[src/rtl/data_skid.sv]
// Two-entry valid/ready register slice. Every output is driven straight from a flop, so
// neither ready_i -> ready_o nor valid_i -> valid_o is a combinational path.
module data_skid #(
    parameter int unsigned DATA_W = 32
) (
    input  logic              clk_i,
    input  logic              srst_i,
    input  logic [DATA_W-1:0] data_i,
    input  logic              valid_i,
    output logic              ready_o,
    output logic [DATA_W-1:0] data_o,
    output logic              valid_o,
    input  logic              ready_i,
    output logic [1:0]        level_o
);

    typedef enum logic [1:0] {
        StEmpty = 2'd0,
        StBusy  = 2'd1,
        StFull  = 2'd2
    } state_e;

    state_e            r_state;
    logic              r_valid;
    logic              r_ready;
    logic [1:0]        r_level;
    logic [DATA_W-1:0] r_out;
    logic [DATA_W-1:0] r_skid;

    logic w_in;
    logic w_out;

    assign w_in  = valid_i & r_ready;
    assign w_out = r_valid & ready_i;

    // Data registers are deliberately left out of the reset branch; they only load on
    // the transitions that move a beat.
    always_ff @(posedge clk_i) begin
        if (srst_i) begin
            r_state <= StEmpty;
            r_valid <= 1'b0;
            r_ready <= 1'b1;
            r_level <= 2'd0;
        end else begin
            unique case (r_state)
                StEmpty: begin
                    if (w_in) begin
                        r_state <= StBusy;
                        r_valid <= 1'b1;
                        r_level <= 2'd1;
                        r_out   <= data_i;
                    end
                end
                StBusy: begin
                    if (w_in && w_out) begin
                        r_out <= data_i;
                    end else if (w_in) begin
                        r_state <= StFull;
                        r_ready <= 1'b0;
                        r_level <= 2'd2;
                        r_skid  <= data_i;
                    end else if (w_out) begin
                        r_state <= StEmpty;
                        r_valid <= 1'b0;
                        r_level <= 2'd0;
                    end
                end
                StFull: begin
                    if (w_out) begin
                        r_state <= StBusy;
                        r_ready <= 1'b1;
                        r_level <= 2'd1;
                        r_out   <= r_skid;
                    end
                end
                default: begin
                    r_state <= StEmpty;
                    r_valid <= 1'b0;
                    r_ready <= 1'b1;
                    r_level <= 2'd0;
                end
            endcase
        end
    end

    assign ready_o = r_ready;
    assign valid_o = r_valid;
    assign level_o = r_level;
    assign data_o  = r_out;

endmodule

[config.mk]
export PLATFORM = sky130hd
export DESIGN_NAME = data_skid
export DESIGN_NICKNAME = d
export VERILOG_FILES = /design/src/rtl/data_skid.sv
export SDC_FILE = /design/constraint.sdc
export NUM_CORES = 1
export LEC_CHECK = 0
export ABC_AREA = 1
export CORE_AREA = 2 2 89 91
export DETAILED_ROUTE_END_ITERATION = 8
export DIE_AREA = 0 0 91 93
export PLACE_DENSITY = 0.67
export SLEW_MARGIN = 20
export SYNTH_ARGS = -nofsm -noshare
export SYNTH_HDL_FRONTEND = slang
export SYNTH_SLANG_ARGS = --single-unit
[constraint.sdc]
create_clock -name clk_i -period 6.9 [get_ports clk_i]
set_clock_uncertainty 0.2 [all_clocks]
set_input_delay 2.07 -clock clk_i [delete_from_list [all_inputs] [get_ports clk_i]]
set_output_delay 2.07 -clock clk_i [all_outputs]
set_load 0.02 [all_outputs]
==> summary.txt, run 1 <==
Clock tree
  • CTS root buf: clkbuf_8
  • PostCTS Resize Cnt: 0
  • CTS tree: done
  • Total CTS buffers: 9
  • Clock-pin slew on the worst setup and hold paths: 0.07 ns
  • Maximum buffer depth of the clock tree: 2
  • Post-CTS Setup Inserts: 0
  • Clock sink total: between 60 and 70
  • Clock latency on the worst-skew pair: roughly 0.32 ns
  • CTS Hold Buffers Added: 0
  • H-tree levels: 3

Route
  • Routed len/inst: roughly 12 um
  • Drt via density: 4.31
  • ANT nets after route: 0
  • Post-route DRC: 0
  • DRT Pass-1 Iters: 5
  • DR iter-0 viols: slightly above 70
  • Vias: 1704
  • WL final: 4930 um

STA
  • Unrepaired setup endpoints after global routing: no
  • Setup violators final: 0
  • Period utilisation layout: 56.7%
  • Final worst slack: roughly 3.0 ns
  • Fin. Hold Viols: 0
  • Fmax: about 260 MHz
  • Setup TNS: 0 ns
  • Pins over their slew limit: 0
  • Slew HR: 55.7%
  • Final Critical Period: approximately 3.9 ns
  • Worst slew pin tran: ~0.66 ns

Placed design
  • Dpl cell area: between 3000 and 4000 um^2
  • Input/output buffers: a little over 70
  • Global placement routability congestion: approximately 0.72
  • Post-DP HPWL: about 3300 um
  • DP Cell Count: about 380
  • Pre-CTS setup slack: about 2.4 ns

Yosys
  • Fraction of synthesized area in multiplexers: 0%
  • Post-Synth XOR/XNOR Area: 0%
  • Largest family of logic cells by synthesized area: simple AND/OR/NAND/NOR gates
  • Fraction of the mapped netlist area in adder cells: 0%
  • Net count after synthesis: roughly 250
  • Synth Warn #: 0
  • Syn Std Cell Area: roughly 2600 um^2
  • Post-synthesis sequential element count: 68
  • Post-synth cell types: 17
  • Compound-Gate Fraction of Synth Area: under 10%
  • Synth Instances: 212
  • Synth Area in Simple Gates: 18.2%
  • Seq/Total Area, Yosys: 77.6%
  • Avg Cell Area, Syn: between 10 and 15 um^2

Layout
  • Diode count: 0
  • Share of cells above drive strength 1: about 7.2%
  • Non-filler cells in the finished layout: roughly 400
  • NumNets Final: ~330
  • Final Cell Area: between 3000 and 4000 um^2
  • Area Growth Syn to Fin: 38.8%

Floorplan
  • Die W: 91 um
  • Die Ht: just over 90 um
  • Initial cell density of the core: between 30% and 40%
  • Die Area: 8460 um^2
  • Core area: between 7000 and 8000 um^2
  • Row cnt: 32
  • I/O pin cnt: 72

Setup path
  • CP required: between 6 and 7 ns
  • Critical R2R Launch: level_o[0]
  • Ordered list of cells on the worst path: clkdlybuf4s50_1 -> inv_1 -> nand2_1 -> nor3_4 -> buf_4
  • CP Max Fanout: 19
  • Critical path's largest stage delay: 0.54 ns
  • Endpoint class of the critical path: register
  • R2R depth: 7
  • Critical-path top delay cell: nor3_4
  • Critical path arrival: approximately 3.7 ns
  • Crit start category: input pin
  • FF-to-FF setup slack: ~4.7 ns
  • Critical path class: in2reg
  • Worst r2r dst: valid_o

Hold path
  • Worst min-delay path class: reg2reg
  • Hold-critical path endpoint: ready_o
  • Min-Delay Path Depth: 2
  • Hold wc startpoint: ready_o

Pwr
  • PwrDens: 297 nW/um^2
  • Pleak: ~0.0014 uW
  • Power, Total: roughly 1100 uW
  • Maximum VDD drop: ~120 uV

GRT
  • Initial antenna violation count: 0
  • Largest net degree at the start of global routing: 35
  • Global-route wire length before repair: 7890 um
  • Vias in the first global route: about 1700
  • Total congestion overflow: 0
  • Overall Global Routing Usage: between 10% and 20%

Run
  • Max-Cap Viols: 0

Status
  • Outcome: complete, no violations
-- metal layers --
layer  track usage [%]  part of all wire, %  wire (um)  vias to the layer above
li1                  -                    -          -                      862
met1              14.1                   42       2090                      789
met2              20.7                   51       2510                       49
met3              3.63                  5.5        269                        4
met4              5.30                 0.97         48                        0
met5                 0                    0          0                        -
-- power breakdown --
part,switching (uW),internal (uW)
combinational,138,99.5
sequential,17.2,516
clock,133,160
-- cell usage in the layout, fill, tap and decap left out, types with 2 or more instances in the layout --
cell type        count
inv_2                3
nor2_1               7
dfxtp_1              4
nand2_1            111
clkbuf_8             9
clkdlybuf4s50_1     71
buf_4                2
inv_1                5
edfxtp_1            64
a21oi_1              3
clkinv_1             2
-- worst max-delay path: cells and delay by family --
family                 cells  cell delay [ns]
AND/OR/NAND/NOR            2             0.66
buffers and inverters      3             0.97
-- Yosys cell counts, drive strengths merged --
| cell | number | area (um^2) |
|---|---|---|
| a21oi | 4 | 23.8 |
| buf | 6 | 37.5 |
| dfxtp | 4 | 80.1 |
| edfxtp | 64 | 1920 |
| inv | 8 | 30.0 |
| nand2 | 112 | 423 |
| nand3 | 1 | 5.00 |
| nor2 | 8 | 32.5 |
| nor3 | 2 | 10.0 |
| o21ai | 2 | 10.0 |
| o22ai | 1 | 6.26 |
-- final cells by class --
cell class,count,area [um^2]
clock buffer,10,128
clock inverter,4,42.5
fill,737,3950
inverter,8,30.0
multi-input combinational,130,527
sequential,68,2000
tap,102,128
timing repair buffer,73,726
-- cells by family after synthesis --
group / count (synthesis)
AOI/OAI and AO/OA: 7
buffers and inverters: 14
DFF: 68
and+or+nand+nor: 123
-- per-stage QoR --
step | hold slack [ns] | util (%)
after floorplan | 0.287 | -
after global placement | 0.266 | 45.2
after detailed placement | 0.267 | 45.2
after CTS | 0.281 | 47.5
after global routing | 0.312 | 47.6
final | 0.277 | 47.6
-- worst max-delay path by stage --
stage / cells after the start / end / slack (ns) / from
floorplan: 4 / data_o[0] / 1.67 / valid_i
global placement: 5 / r_skid[9] / 2.38 / ready_i
detailed placement: 5 / r_skid[1] / 2.36 / ready_i
CTS: 5 / r_skid[5] / 2.70 / ready_i
global route: 5 / r_skid[10] / 2.88 / srst_i
finish: 5 / r_skid[5] / 2.99 / srst_i
-- sequential cells by signal (all words and copies together), names as in the netlist --
name / flops
ready_o: 1
level_o: 2
valid_o: 1
r_skid: 32
data_o: 32
Power figures use the tool's default switching activity.
==> run 2: changes to the inputs <==
==> constraint.sdc (replaced) <==
create_clock -name clk_i -period 3.75 [get_ports clk_i]
set_clock_uncertainty 0.2 [all_clocks]
set_input_delay 1.125 -clock clk_i [delete_from_list [all_inputs] [get_ports clk_i]]
set_output_delay 1.125 -clock clk_i [all_outputs]
set_load 0.02 [all_outputs]
==> run 2 against run 1 <==
  * Critical path depth decreased by 4
  * Largest power group unchanged
  * Final cell count grew 0.76%
  * Worst setup slack lost 2.0 ns
  * Via count shrank 0.76%
  * Critical endpoint is now level_o[1]
  * Die area is the same
  * Routed wire length down 0.47%
  * Combinational power is 86% higher
  * Worst hold slack lost 0.0036 ns
==> summary.txt, run 2 (synthesis gave the netlist of run 1 again) <==
Floorplan
  • Die Area: about 8500 um^2
  • Initial cell density of the core: 34.3%
  • I/O pin cnt: just over 70
  • Row cnt: 32
  • Die W: around 90 um
  • Core area: between 7000 and 8000 um^2
  • Die Ht: 93 um

Route
  • DRT Pass-1 Iters: 4
  • Vias: about 1700
  • Drt via density: between 4 and 5
  • DR iter-0 viols: 54
  • WL final: about 5000 um
  • Post-route DRC: 0
  • ANT nets after route: 0
  • Routed len/inst: ~12 um

Clock tree
  • Post-CTS Setup Inserts: 0
  • Total CTS buffers: 9
  • H-tree levels: 3
  • CTS root buf: clkbuf_8
  • PostCTS Resize Cnt: 0
  • CTS tree: done
  • Clock-pin slew on the worst setup and hold paths: ~0.070 ns
  • Clock sink total: just under 70
  • Maximum buffer depth of the clock tree: 2
  • CTS Hold Buffers Added: 0
  • Clock latency on the worst-skew pair: 0.33 ns

STA
  • Fmax: roughly 360 MHz
  • Fin. Hold Viols: 0
  • Setup TNS: 0 ns
  • Period utilisation layout: around three quarters
  • Slew HR: roughly 56%
  • Setup violators final: 0
  • Final Critical Period: approximately 2.8 ns
  • Pins over their slew limit: 0
  • Unrepaired setup endpoints after global routing: no
  • Worst slew pin tran: approximately 0.66 ns

Setup path
  • R2R depth: 7
  • Critical path class: reg2out
  • CP required: about 2.4 ns
  • CP top delay family: buffers and inverters
  • Critical R2R Launch: level_o[0]
  • FF-to-FF setup slack: ~1.6 ns
  • Ordered list of cells on the worst path: clkdlybuf4s50_1
  • Worst r2r dst: valid_o
  • Critical path arrival: around 1.4 ns
  • WP buf/inv: 1
  • Endpoint class of the critical path: output port
  • Crit start category: register
  • Critical path's largest stage delay: 0.66 ns
  • CP Max Fanout: 6
  • Critical-path top delay cell: clkdlybuf4s50_1

GRT
  • Initial antenna violation count: 0
  • Overall Global Routing Usage: between 10% and 20%
  • Vias in the first global route: ~1600
  • Global-route wire length before repair: around 7700 um
  • Largest net degree at the start of global routing: 35
  • Total congestion overflow: 0

Pwr
  • Maximum VDD drop: about 190 uV
  • PwrDens: between 500 and 600 nW/um^2
  • Pleak: roughly 0.0014 uW

Hold path
  • Hold-critical path endpoint: ready_o
  • Worst min-delay path class: reg2reg
  • Hold wc startpoint: ready_o
  • Min-Delay Path Depth: 2

Layout
  • Number of fillers in the final layout: around 700
  • Area Growth Syn to Fin: 39.0%
  • NumNets Final: ~330
  • Most frequent cells in the layout: 111 x nand2_1, 71 x clkdlybuf4s50_1, 64 x edfxtp_1
  • Commonest non-fill, non-tap cell in the layout: nand2_1
  • Final core occ: around 48%
  • Diode count: 0
  • Share of cells above drive strength 1: 8.11%

Placed design
  • Post-DP HPWL: 3280 um
  • Input/output buffers: between 70 and 80
  • Global placement routability congestion: about 0.74

Run
  • Max-Cap Viols: 0

Status
  • Outcome: complete, no violations
-- run 2: cell types whose count changed in the layout (fill, tap and decap cells not counted), sizes merged --
cell      change
clkbuf        +1
clkinvlp      +2
bufinv        -1
buf           +1
-- run 2: where the power goes --
| part | leakage (uW) | internal (uW) | switching [uW] | total, uW |
|---|---|---|---|---|
| clock network | 0.0000768 | 235 | 255 | 491 |
| registers | 0.000623 | 949 | 31.6 | 980 |
| logic | 0.000684 | 188 | 254 | 442 |
| total | 0.00138 | 1370 | 541 | 1910 |
-- run 2: how the worst max path moves through the flow --
stage / from / endpoint / depth (start not counted)
3_5_place_dp: valid_i / data_o[3] / 6
5_1_grt: level_o[1] / level_o[1] / 1
2_1_floorplan: valid_i / data_o[0] / 4
6_report: level_o[1] / level_o[1] / 1
4_1_cts: level_o[1] / level_o[1] / 1
3_3_place_gp: valid_i / data_o[9] / 6
-- run 2: layer usage --
layer / vias up / global-route usage, % / share of wire [%]
met2: 70 / 18.4 / 47
met3: 7 / 3.38 / 5.8
li1: 865 / - / -
met4: 0 / 6.57 / 1.4
met5: - / 0 / 0
met1: 749 / 15.1 / 45
-- run 2: layout make-up --
cell class,instances,area (um^2),area share (%)
multi-input combinational,130,533,14.9
tap,102,128,3.56
clock inverter,5,28.8,0.803
sequential,68,2000,55.8
clock buffer,11,131,3.66
inverter,8,30.0,0.837
timing repair buffer,74,733,20.4
-- run 2: per-stage QoR --
stage	setup WS (ns)	instances	area, um^2	hold WS, ns	total power (uW)
final	0.981	398	3590	0.273	1910
after global placement	0.782	382	3430	0.262	1440
after global routing	0.923	398	3590	0.300	2000
after detailed placement	0.762	382	3430	0.261	1440
after floorplan	0.405	212	2590	0.287	1230
after CTS	0.957	398	3590	0.278	1940
==> run 3: changes to the inputs <==
--- a/config.mk
+++ b/config.mk
@@ -9,7 +9,7 @@
 export CORE_AREA = 2 2 89 91
 export DETAILED_ROUTE_END_ITERATION = 8
 export DIE_AREA = 0 0 91 93
-export PLACE_DENSITY = 0.67
+export PLACE_DENSITY = 0.69
 export SLEW_MARGIN = 20
 export SYNTH_ARGS = -nofsm -noshare
 export SYNTH_HDL_FRONTEND = slang
==> constraint.sdc (replaced) <==
create_clock -name clk_i -period 2.48 [get_ports clk_i]
set_clock_uncertainty 0.2 [all_clocks]
set_input_delay 0.744 -clock clk_i [delete_from_list [all_inputs] [get_ports clk_i]]
set_output_delay 0.744 -clock clk_i [all_outputs]
set_load 0.02 [all_outputs]
==> run 3 against run 2 <==
  * Non-clock buffer count increased by 2
  * Clock-buffer cell count fell by 2
  * Power rose by 70%
  * Cell area up 3.4%
  * Utilization increased by 1.6 points
  * Routed wire length is 1.6% higher
  * Final cell count grew 0.50%
  * Worst hold slack improved by 0.013 ns
  * Clock power is 120% higher
  * First-iteration DRC count increased by 44%
  * Global-route usage grew 0.41 points
  * Sequential cell count stayed put
==> summary.txt, run 3 (synthesis gave the netlist of run 1 again) <==
Route
  • Post-route DRC: 0
  • WL final: 4980 um
  • ANT nets after route: 0
  • Routed len/inst: roughly 12 um
  • DRT Pass-1 Iters: 4
  • Drt via density: 4.29
  • Vias: 1714
  • DR iter-0 viols: 78

Setup path
  • Worst r2r dst: valid_o
  • CP required: around 1.5 ns
  • Crit start category: register
  • CP top delay family: buffers and inverters
  • CP Max Fanout: 6
  • Critical R2R Launch: level_o[1]
  • Endpoint class of the critical path: output port
  • WP buf/inv: 1
  • Critical-path top delay cell: clkdlybuf4s50_1
  • Crit path from: level_o[1]
  • Critical path arrival: approximately 1.5 ns
  • FF-to-FF setup slack: 0.67 ns
  • Ordered list of cells on the worst path: clkdlybuf4s50_1
  • Critical path's largest stage delay: between 0.6 and 0.7 ns
  • R2R depth: 6
  • Critical path class: reg2out

Placed design
  • Input/output buffers: 71
  • Post-DP HPWL: roughly 3300 um
  • Global placement routability congestion: 0.880

Pwr
  • Pleak: between 0.001 and 0.0015 uW
  • Maximum VDD drop: around 420 uV
  • PwrDens: about 880 nW/um^2
  • Power, Total: around 3200 uW

Run
  • Max-Cap Viols: 0

Floorplan
  • Initial cell density of the core: 34.3%
  • Die Ht: 93 um
  • Die Area: between 8000 and 9000 um^2
  • I/O pin cnt: 72
  • Row cnt: 32
  • Die W: slightly above 90 um
  • Core area: around 7500 um^2

STA
  • Unrepaired setup endpoints after global routing: no
  • Worst slew pin tran: between 0.5 and 0.6 ns
  • Setup TNS: 0 ns
  • Pins over their slew limit: 0
  • Period utilisation layout: a little over nine tenths
  • Fin. Hold Viols: 0
  • Setup violators final: 0
  • Final Critical Period: 2.40 ns
  • Slew HR: about 61%
  • Fmax: about 420 MHz

GRT
  • Overall Global Routing Usage: 12.3%
  • Largest net degree at the start of global routing: 34
  • Total congestion overflow: 0
  • Initial antenna violation count: 0
  • Global-route wire length before repair: between 7000 and 8000 um
  • Vias in the first global route: 1586

Layout
  • Most frequent cells in the layout: 110 x nand2_1, 71 x clkdlybuf4s50_1, 64 x edfxtp_1
  • Share of cells above drive strength 1: 9.73%
  • NumNets Final: around 330
  • Diode count: 0
  • Number of fillers in the final layout: approximately 700
  • Area Growth Syn to Fin: 43.7%
  • Commonest non-fill, non-tap cell in the layout: nand2_1

Hold path
  • Min-Delay Path Depth: 2
  • Worst min-delay path class: reg2reg
  • Hold-critical path endpoint: ready_o
  • Hold wc startpoint: ready_o

Clock tree
  • Maximum buffer depth of the clock tree: 2
  • CTS tree: done
  • CTS Hold Buffers Added: 0
  • Clock-pin slew on the worst setup and hold paths: around 0.070 ns
  • Post-CTS Setup Inserts: 0
  • H-tree levels: 3
  • Clock latency on the worst-skew pair: around 0.33 ns
  • PostCTS Resize Cnt: 0
  • Clock sink total: 68
  • Total CTS buffers: 9
  • CTS root buf: clkbuf_8

Status
  • Outcome: complete, no violations
run 3: cell types whose count changed in the layout (fill, tap and decap cells not counted), sizes merged:
cell	before	now
clkinvlp	2	1
buf	3	5
bufinv	0	3
clkbuf	11	9
run 3: cell type report:
cell class | instances | area, um^2 | area share, %
clock inverter | 7 | 115 | 3.10
timing repair buffer | 76 | 773 | 20.9
tap | 102 | 128 | 3.44
multi-input combinational | 130 | 536 | 14.4
clock buffer | 9 | 124 | 3.34
sequential | 68 | 2000 | 54.0
inverter | 8 | 30.0 | 0.810
run 3: power by group:
part	switching, uW	internal [uW]	total [uW]
Sequential	46.5	1430	1480
Clock	408	664	1070
Combinational	392	300	692
Total	847	2400	3240
run 3: how the worst max path moves through the flow:
stage,cells past startpoint,end
final,1,level_o[1]
after global routing,1,level_o[1]
after CTS,1,level_o[1]
after detailed placement,6,data_o[17]
after global placement,6,data_o[29]
after floorplan,4,data_o[0]
run 3: layer usage:
layer  global-route usage [%]  part of all wire [%]  vias up
met2                     20.6                    51       54
met1                     14.2                    41      786
met4                     6.44                  0.92        0
li1                         -                     -      869
met5                        0                     0        -
met3                     3.79                   6.7        5
run 3: worst reg2reg max path, delay by kind of cell (launching register included):
family | cells | cell delay, ns
buffers and inverters | 1 | 0.50
and+or+nand+nor | 4 | 0.49
AOI/OAI and AO/OA | 1 | 0.10
DFF | 1 | 0.47
run 3: stage by stage:
stage               area (um^2)  hold slack (ns)  worst slack, ns  util (%)  instances
detailed placement         3470            0.277        -0.000537      46.1        384
floorplan                  2610            0.287          0.00363         -        212
global placement           3470            0.277           0.0191      46.1        384
global route               3710            0.305           0.0291      49.3        400
CTS                        3710            0.290           0.0747      49.3        400
finish                     3710            0.287           0.0838      49.3        400
